[src/rtl/quadrature_step_decoder_if.sv]
// Quadrature decoder bus: enable/raw A-B/error clear in,
// step/direction/illegal strobes and error count out.
interface quadrature_step_decoder_if #(
  parameter int ERR_W = 8
);
  logic             enable;
  logic             a_in;
  logic             b_in;
  logic             err_clear;
  logic             step;
  logic             up;
  logic             illegal;
  logic [ERR_W-1:0] err_count;

  modport master (
    output enable,
    output a_in,
    output b_in,
    output err_clear,
    input  step,
    input  up,
    input  illegal,
    input  err_count
  );

  modport slave (
    input  enable,
    input  a_in,
    input  b_in,
    input  err_clear,
    output step,
    output up,
    output illegal,
    output err_count
  );
endinterface

[src/rtl/quadrature_step_decoder.sv]
// Quadrature front end: sync + glitch filter on A/B,
// x4 decode to step/up strobes, illegal-jump error count.
module quadrature_step_decoder #(
  parameter int SYNC_STAGES   = 2,
  parameter int FILTER_CYCLES = 4,
  parameter int ERR_W         = 8
) (
  input logic                      clk,
  input logic                      reset,
  quadrature_step_decoder_if.slave bus
);

  localparam int CW =
    (FILTER_CYCLES > 1) ? $clog2(FILTER_CYCLES) : 1;
  localparam logic [CW-1:0] CNT_MAX =
    CW'(FILTER_CYCLES - 1);

  logic [SYNC_STAGES-1:0] a_sync_q;
  logic [SYNC_STAGES-1:0] b_sync_q;
  logic [1:0]             sync_ab;

  logic [1:0]             filt_q;
  logic [1:0]             filt_d;
  logic [1:0][CW-1:0]     cnt_q;
  logic [1:0][CW-1:0]     cnt_d;

  logic [1:0]             prev_q;
  logic [1:0]             diff;
  logic                   dir;

  logic                   step_q;
  logic                   step_d;
  logic                   illegal_q;
  logic                   illegal_d;
  logic                   up_q;
  logic                   up_d;
  logic [ERR_W-1:0]       err_q;
  logic [ERR_W-1:0]       err_d;

  // Input synchronisers: plain shift chains per channel
  always_ff @(posedge clk or posedge reset) begin
    if (reset) begin
      a_sync_q <= '0;
      b_sync_q <= '0;
    end else begin
      a_sync_q <= {a_sync_q[SYNC_STAGES-2:0], bus.a_in};
      b_sync_q <= {b_sync_q[SYNC_STAGES-2:0], bus.b_in};
    end
  end

  assign sync_ab = {a_sync_q[SYNC_STAGES-1],
                    b_sync_q[SYNC_STAGES-1]};

  // Filter: level follows sync only after a full stable run
  always_comb begin
    filt_d = filt_q;
    cnt_d  = cnt_q;
    for (int i = 0; i < 2; i++) begin
      if (sync_ab[i] == filt_q[i]) begin
        cnt_d[i] = '0;
      end else if (cnt_q[i] == CNT_MAX) begin
        filt_d[i] = sync_ab[i];
        cnt_d[i]  = '0;
      end else begin
        cnt_d[i] = cnt_q[i] + 1'b1;
      end
    end
  end

  // Filter state registers
  always_ff @(posedge clk or posedge reset) begin
    if (reset) begin
      filt_q <= '0;
      cnt_q  <= '0;
    end else begin
      filt_q <= filt_d;
      cnt_q  <= cnt_d;
    end
  end

  // Gray-code step: up when prev.A differs from cur.B
  assign diff = filt_q ^ prev_q;
  assign dir  = prev_q[1] ^ filt_q[0];

  // Decode next strobes, direction and error count
  always_comb begin
    step_d    = 1'b0;
    illegal_d = 1'b0;
    up_d      = up_q;
    err_d     = err_q;
    unique case (1'b1)
      (diff == 2'b00): begin
      end
      (diff == 2'b11): begin
        if (bus.enable) begin
          illegal_d = 1'b1;
          if (err_q != '1) begin
            err_d = err_q + 1'b1;
          end
        end
      end
      default: begin
        if (bus.enable) begin
          step_d = 1'b1;
          up_d   = dir;
        end
      end
    endcase
    if (bus.err_clear) begin
      err_d = '0;
    end
  end

  // Decoder state; prev tracks even while disabled
  always_ff @(posedge clk or posedge reset) begin
    if (reset) begin
      prev_q    <= '0;
      step_q    <= 1'b0;
      illegal_q <= 1'b0;
      up_q      <= 1'b1;
      err_q     <= '0;
    end else begin
      prev_q    <= filt_q;
      step_q    <= step_d;
      illegal_q <= illegal_d;
      up_q      <= up_d;
      err_q     <= err_d;
    end
  end

  assign bus.step      = step_q;
  assign bus.illegal   = illegal_q;
  assign bus.up        = up_q;
  assign bus.err_count = err_q;

endmodule

[src/flat_wrapper.sv]
// flat-port wrapper written by rule: the top's interface ports become plain ports
module quadrature_step_decoder_flat 
#(
  parameter int SYNC_STAGES   = 2,
  parameter int FILTER_CYCLES = 4,
  parameter int ERR_W         = 8
)
  (clk, reset, bus_enable, bus_a_in, bus_b_in, bus_err_clear, bus_step, bus_up, bus_illegal, bus_err_count);
  quadrature_step_decoder_if #(.ERR_W(ERR_W)) bus_i ();
  input logic clk;
  input logic reset;
  input wire logic [$bits(bus_i.enable)-1:0] bus_enable;
  input wire logic [$bits(bus_i.a_in)-1:0] bus_a_in;
  input wire logic [$bits(bus_i.b_in)-1:0] bus_b_in;
  input wire logic [$bits(bus_i.err_clear)-1:0] bus_err_clear;
  output wire logic [$bits(bus_i.step)-1:0] bus_step;
  output wire logic [$bits(bus_i.up)-1:0] bus_up;
  output wire logic [$bits(bus_i.illegal)-1:0] bus_illegal;
  output wire logic [$bits(bus_i.err_count)-1:0] bus_err_count;
  assign bus_i.enable = bus_enable;
  assign bus_i.a_in = bus_a_in;
  assign bus_i.b_in = bus_b_in;
  assign bus_i.err_clear = bus_err_clear;
  assign bus_step = bus_i.step;
  assign bus_up = bus_i.up;
  assign bus_illegal = bus_i.illegal;
  assign bus_err_count = bus_i.err_count;
  quadrature_step_decoder #(.SYNC_STAGES(SYNC_STAGES), .FILTER_CYCLES(FILTER_CYCLES), .ERR_W(ERR_W)) u_core (.clk(clk), .reset(reset), .bus(bus_i));
endmodule
[config.mk]
export PLATFORM = sky130hd
export DESIGN_NAME = quadrature_step_decoder_flat
export DESIGN_NICKNAME = d
export VERILOG_FILES = /design/src/rtl/quadrature_step_decoder_if.sv /design/src/rtl/quadrature_step_decoder.sv /design/src/flat_wrapper.sv
export SDC_FILE = /design/constraint.sdc
export NUM_CORES = 1
export LEC_CHECK = 0
export BUFFER_PORTS_ARGS = -buffer_cell sky130_fd_sc_hd__buf_4
export CAP_MARGIN = 20
export CORE_UTILIZATION = 45
export CTS_CLUSTER_DIAMETER = 30
export DETAILED_ROUTE_END_ITERATION = 12
export PLACE_DENSITY = 0.77
export SLEW_MARGIN = 20
export SYNTH_ARGS = -nofsm -noshare
export SYNTH_HDL_FRONTEND = slang
export SYNTH_SLANG_ARGS = --single-unit
[constraint.sdc]
create_clock -name clk -period 1.8 [get_ports clk]
set_input_delay 0.18 -clock clk [delete_from_list [all_inputs] [get_ports clk]]
set_output_delay 0.18 -clock clk [all_outputs]
set_load 0.1 [all_outputs]
==> results.yml, run 1 <==
critical_path:
  setup.worst_path.class: "reg2reg"
  cp.arrival_ns: 1.87
  crit_fanout: 5
  cp.required_ns: 2.02
  start_kind: "flip-flop"
  critPathCaptureType: "flip-flop"
floorplanning:
  die_w_um: 50.0
  ios: 17
  floorplan.initialDensity_pct: 47.3
  die_area_sq_mm: 0.00250
  coreArea_sq_mm: 0.00219
  row_count: 17
  die_height_um: 50.0
placed_design:
  gp_congestion: 0.780
  numPortBuffers: 16
  dp_slack_ns: 0.151
  place_area_sq_mm: 0.00121
  placedCellCount: 126
  dpl.hpwl_um: 1160
route:
  antenna_left: 0
  wirelength_um: 1730
  first_pass_iters: 4
  via_count: 698
  drtIter0Drc: 17
  routedWlPerCell_um: 13.0
  drc: 0
  viasPerCell: 5.25
global_routing:
  grt_pass1_vias: 654
  overflow: 0
  antenna_found_initial: 0
  grt_first_pass_wirelength_um: 2890
  grt_usage_pct: 15.5
  grt_max_degree: 24
synthesis:
  synthArstFlopShare_pct: 100
  ys_seq_area_share_pct: 55.6
  syn_area_per_cell_sq_um: 12.5
  synth_top_cell_area_share_pct: 53.1
  synth_area_leaders: "dfrtp_1 (53%), ha_1 (4.8%), mux2_4 (2.9%), dfstp_2 (2.5%), xnor2_1 (2.5%)"
  synth-edff-count: 0
  synth.net_count: 93
  synth_seq_cells: 23
  yosysMostFrequentCell: "dfrtp_1"
  synth.distinct_cells: 34
  synth_area_leader_cell: "dfrtp_1"
  synth_commonest_cells: "dfrtp_1 (22), ha_1 (4), nor2b_1 (4), nor3_1 (4)"
  synth_cells: 83
  yosys_warnings: 0
  synth_area_sq_mm: 0.00104
  synth_ff_type: "dfrtp_1"
sta:
  setup_viol: 0
  tightest_slew_ns: 0.278
  hold_ws_ns: 0.0945
  skew_ns: 0.0105
  tns_ns: 0
  timing.final.ws_setup_ns: 0.146
  period_minus_slack_ns: 1.65
  max_slew_margin_pct: 81.5
  min_period_over_period_pct: 91.9
  fmax_mhz: 605
  slew_violations: 0
  grt_setup_unrepaired: "no"
  hold_viol_final: 0
final_layout:
  design_area_sq_mm: 0.00127
  final_layout_size_suffix_gt1_share_pct: 40.0
  multi_input_area_sq_um: 447
  final_util_pct: 58.0
  area_delta_synth_final_pct: 22.4
  nNetsFinal: 116
  antenna_cells: 0
  fillers: 184
  register_area_sq_um: 592
  stdcell_count: 133
power:
  p_sw_mw: 0.758
  finalPower_mw: 1.75
  p_leak_nw: 0.553
  p_sw_share_pct: 43.2
  powerDensity_mw_per_mm2: 1380
  internal_power_mw: 0.996
  power.clock.fraction_pct: 13.5
  comb_power_share_pct: 42.6
  ir_drop_mv: 0.923
  p_seq_share_pct: 43.9
cts:
  cts.sinks: 23
  cts_tree: "yes"
  ctsLongestPathBuffers: 2
  htreeDepth: 1
  worstSkewPairLatency_ns: 0.31
  cts_setup_buffers: 0
  clk_pin_slew_ns: 0.13
  cts.root.buffer_cell: "clkbuf_4"
  numCtsBuffers: 3
flow_run:
  max_cap_viol_count: 0
hold_path:
  min_path_type: "in2reg"
outcome:
  status: "finished clean"
-- repair_timing --
| action | in CTS | in global routing |
|---|---|---|
| endpoints found under the setup margin | 0 | 1 |
| gates resized for setup | 0 | 1 |
| hold buffers | 3 | 0 |
| endpoints found under the hold margin | 24 | 0 |
-- power groups by stage --
stage	Sequential, mW	Clock [mW]	Combinational (mW)
2_1_floorplan	1.07	0	0.300
3_3_place_gp	0.772	0	0.728
3_5_place_dp	0.780	0	0.742
4_1_cts	0.768	0.241	0.754
5_1_grt	0.793	0.263	0.812
6_report	0.770	0.237	0.747
-- final timing paths --
| path | cells after the start | startpoint | slack [ns] | end |
|---|---|---|---|---|
| worst max-delay path | 5 | u_core.filt_q[0] | 0.15 | u_core.bus.err_count[3] |
| worst min-delay path | 2 | bus_err_clear | 0.09 | u_core.bus.err_count[6] |
| worst max register to register | 5 | u_core.filt_q[0] | 0.15 | u_core.bus.err_count[3] |
| worst min register to register | 0 | u_core.b_sync_q[0] | 0.36 | u_core.b_sync_q[1] |
| max in group asynchronous | 4 | reset | 1.09 | u_core.bus.up |
| min in group asynchronous | 4 | reset | 0.43 | u_core.a_sync_q[0] |
-- cells in the final DEF, fill, tap and decap left out, types with 2 or more instances in the layout --
| cell | synthesis | final |
|---|---|---|
| nor2b_1 | 4 | 4 |
| buf_4 | 0 | 17 |
| a211oi_2 | 2 | 2 |
| ha_1 | 4 | 3 |
| dfrtp_4 | 0 | 2 |
| dlygate4sd3_1 | 0 | 3 |
| xnor2_1 | 3 | 3 |
| xor2_1 | 2 | 2 |
| mux2i_1 | 2 | 2 |
| a211oi_1 | 2 | 2 |
| a21oi_1 | 3 | 3 |
| nand3_1 | 3 | 3 |
| clkbuf_4 | 0 | 3 |
| mux2_2 | 2 | 2 |
| nand2b_1 | 3 | 3 |
| nor2_1 | 3 | 3 |
| dfrtp_2 | 0 | 6 |
| nor3_1 | 4 | 4 |
| dfrtp_1 | 22 | 14 |
| mux2_4 | 2 | 2 |
| nand2_1 | 2 | 2 |
| inv_1 | 3 | 3 |
-- logic make-up (layout without fill, tap and decap cells) --
group / after synthesis / after routing / synth area share [%]
DFF: 23 / 23 / 55.6
and+or+nand+nor: 28 / 28 / 17.0
buffers and inverters: 5 / 27 / 2.53
muxes: 6 / 6 / 7.00
AOI/OAI and AO/OA: 12 / 12 / 8.81
adders and majority gates: 4 / 4 / 4.83
xor gates and xnor gates: 5 / 5 / 4.22
-- per-layer routing --
layer / GRT usage (%) / part of all wire (%) / up-vias
li1: - / - / 340
met1: 21.1 / 46 / 331
met2: 23.6 / 48 / 23
met3: 3.09 / 5.1 / 4
met4: 7.14 / 1.1 / 0
met5: 0 / 0 / -
-- area by class of cell --
cell class / count / share of cell area (%)
Clock buffer: 3 / 1.77
Multi-Input combinational cell: 55 / 35.2
Sequential cell: 23 / 46.6
Timing Repair Buffer: 20 / 12.4
Clock inverter: 1 / 0.394
Tap cell: 28 / 2.76
Inverter: 3 / 0.887
-- state kept, by name, indices dropped and copies added (netlist names) --
name,cells
u_core.cnt_q,4
u_core.bus.illegal,1
u_core.bus.up,1
u_core.a_sync_q,2
u_core.filt_q,2
u_core.bus.step,1
u_core.b_sync_q,2
u_core.prev_q,2
u_core.bus.err_count,8
-- critical path: stages, from the launching register on --
cell and delay [ns]:
dfrtp_2 0.46, xor2_1 0.17, ha_1 0.25, nand2_1 0.13, a211oi_2 0.23, mux2_4 0.32
Power figures use the tool's default switching activity.
==> run 2: changes to the inputs <==
- CORE_MARGIN: unset -> 4
==> run 2 against run 1 <==
  * Worst setup slack better by 0.045 ns
  * First-iteration DRC count fell by 65%
  * Sequential share of layout area is 0.14 points lower
  * Worst hold slack gained 0.0015 ns
  * Global-route usage is 3.3 points lower
  * Routed wire length decreased by 1.1%
  * Critical endpoint unchanged
==> results.yml, run 2 (synthesized netlist as in run 1, its figures left out) <==
outcome:
  status: "finished clean"
power:
  p_seq_share_pct: 43.6
  comb_power_share_pct: 42.8
  power.clock.fraction_pct: 13.7
  internal_power_mw: 1.00
  powerDensity_mw_per_mm2: 1380
  ir_drop_mv: 1.19
  p_sw_share_pct: 43.1
  p_sw_mw: 0.758
  p_leak_nw: 0.551
sta:
  tns_ns: 0
  hold_viol_final: 0
  tightest_slew_ns: 0.370
  fmax_mhz: 622
  grt_setup_unrepaired: "no"
  timing.final.ws_setup_ns: 0.192
  period_minus_slack_ns: 1.61
  max_slew_margin_pct: 75.3
  setup_viol: 0
  slew_violations: 0
  min_period_over_period_pct: 89.3
  skew_ns: 0.00785
route:
  drtIter0Drc: 6
  via_count: 685
  drc: 0
  antenna_left: 0
  viasPerCell: 5.15
  routedWlPerCell_um: 12.8
  wirelength_um: 1710
  first_pass_iters: 5
floorplanning:
  die_area_sq_mm: 0.00314
  ios: 17
  coreArea_sq_mm: 0.00221
  floorplan.initialDensity_pct: 46.9
  row_count: 17
  die_height_um: 56.0
  die_w_um: 56.0
placed_design:
  place_area_sq_mm: 0.00121
  numPortBuffers: 16
  dpl.hpwl_um: 1250
  dp_slack_ns: 0.197
  gp_congestion: 0.757
critical_path:
  slowest_delay_ns: 0.46
  cp.required_ns: 2.01
  slowest_stage: "dfrtp_1"
  critPathTopFamily: "flip-flops"
  crit_buf_inv: 0
  setup.worst_path.class: "reg2reg"
  cp.arrival_ns: 1.82
  start_kind: "flip-flop"
  critPathCaptureType: "flip-flop"
  worstPathCellList: "xor2_1 -> ha_1 -> nand2_1 -> a211oi_2 -> mux2_4"
  crit_fanout: 5
cts:
  ctsLongestPathBuffers: 2
  worstSkewPairLatency_ns: 0.30
  cts.sinks: 23
  htreeDepth: 1
  cts_tree: "yes"
  cts.root.buffer_cell: "clkbuf_4"
  cts_resized: 0
  numCtsBuffers: 3
  clk_pin_slew_ns: 0.13
  cts_setup_buffers: 0
final_layout:
  fillers: 196
  design_area_sq_mm: 0.00127
  nNetsFinal: 116
  largest_reg_flops: 8
  final_layout_size_suffix_gt1_share_pct: 39.0
  antenna_cells: 0
  layout_commonest_cell: "buf_4"
  area_delta_synth_final_pct: 22.6
  final_cell_mix: "buf_4 (17), dfrtp_1 (15), dfrtp_2 (5)"
global_routing:
  grt_usage_pct: 12.2
  grt_max_degree: 15
  grt_pass1_vias: 672
  overflow: 0
  grt_first_pass_wirelength_um: 3080
  antenna_found_initial: 0
hold_path:
  min_path_type: "in2reg"
flow_run:
  max_cap_viol_count: 0
==> run 2: cell types whose count changed in the layout (fill, tap and decap cells not counted), sizes merged <==
cell	before	now
clkinvlp	0	1
clkinv	1	0
==> run 2: layout make-up <==
class	count	area (sq um)	area share [%]
inverters	3	11.3	0.886
clock buffers	3	22.5	1.77
multi-input cells	55	447	35.1
repair buffers	20	158	12.4
flip-flops and latches	23	591	46.5
clock inverters	1	7.51	0.591
well taps	28	35.0	2.76
==> run 2: final timing paths <==
path	from	endpoint	slack, ns	depth (start not counted)
min in group asynchronous	reset	u_core.bus.err_count[3]	0.38	3
hold / removal	bus_err_clear	u_core.bus.err_count[6]	0.1	2
hold reg to reg	u_core.b_sync_q[0]	u_core.b_sync_q[1]	0.37	0
setup / recovery	u_core.filt_q[0]	u_core.bus.err_count[3]	0.19	5
setup reg to reg	u_core.filt_q[0]	u_core.bus.err_count[3]	0.19	5
max in group asynchronous	reset	u_core.bus.up	0.83	4
==> run 2: metal layers <==
metal  GRT usage, %  share of wire [%]
met5              0                  0
met2           17.4                 46
met4           4.75               0.82
met3           2.78                4.9
met1           17.7                 48
==> run 2: stage by stage <==
stage                     hold WS (ns)  utilization (%)  std cells  power [mW]
final                           0.0960             57.5        133        1.76
after global routing             0.112             57.5        133        1.88
after CTS                       0.0941             57.5        133        1.78
after detailed placement         0.186             54.8        126        1.53
after global placement           0.181             54.8        126        1.50
after floorplan                  0.181                -         83        1.37
==> run 2: repair_timing <==
| item | in CTS | in global routing |
|---|---|---|
| hold buffers | 3 | 0 |
| setup endpoints to repair | 0 | 0 |
| hold endpoints to repair | 11 | 0 |
==> run 2: worst register-to-register path: cells and delay by family (launching register included) <==
kind | cells | cell delay, ns
AND/OR/NAND/NOR | 1 | 0.12
flip-flops | 1 | 0.46
adder cells (fa/ha/maj) | 1 | 0.22
XOR/XNOR | 1 | 0.19
multiplexers | 1 | 0.32
AO/OA/AOI/OAI | 1 | 0.21
==> run 2: power groups by stage <==
| stage | combinational, mW | clock, mW | sequential [mW] |
|---|---|---|---|
| after floorplan | 0.300 | 0 | 1.07 |
| after global placement | 0.730 | 0 | 0.773 |
| after detailed placement | 0.752 | 0 | 0.779 |
| after CTS | 0.761 | 0.247 | 0.768 |
| after global routing | 0.816 | 0.269 | 0.791 |
| final | 0.752 | 0.241 | 0.766 |
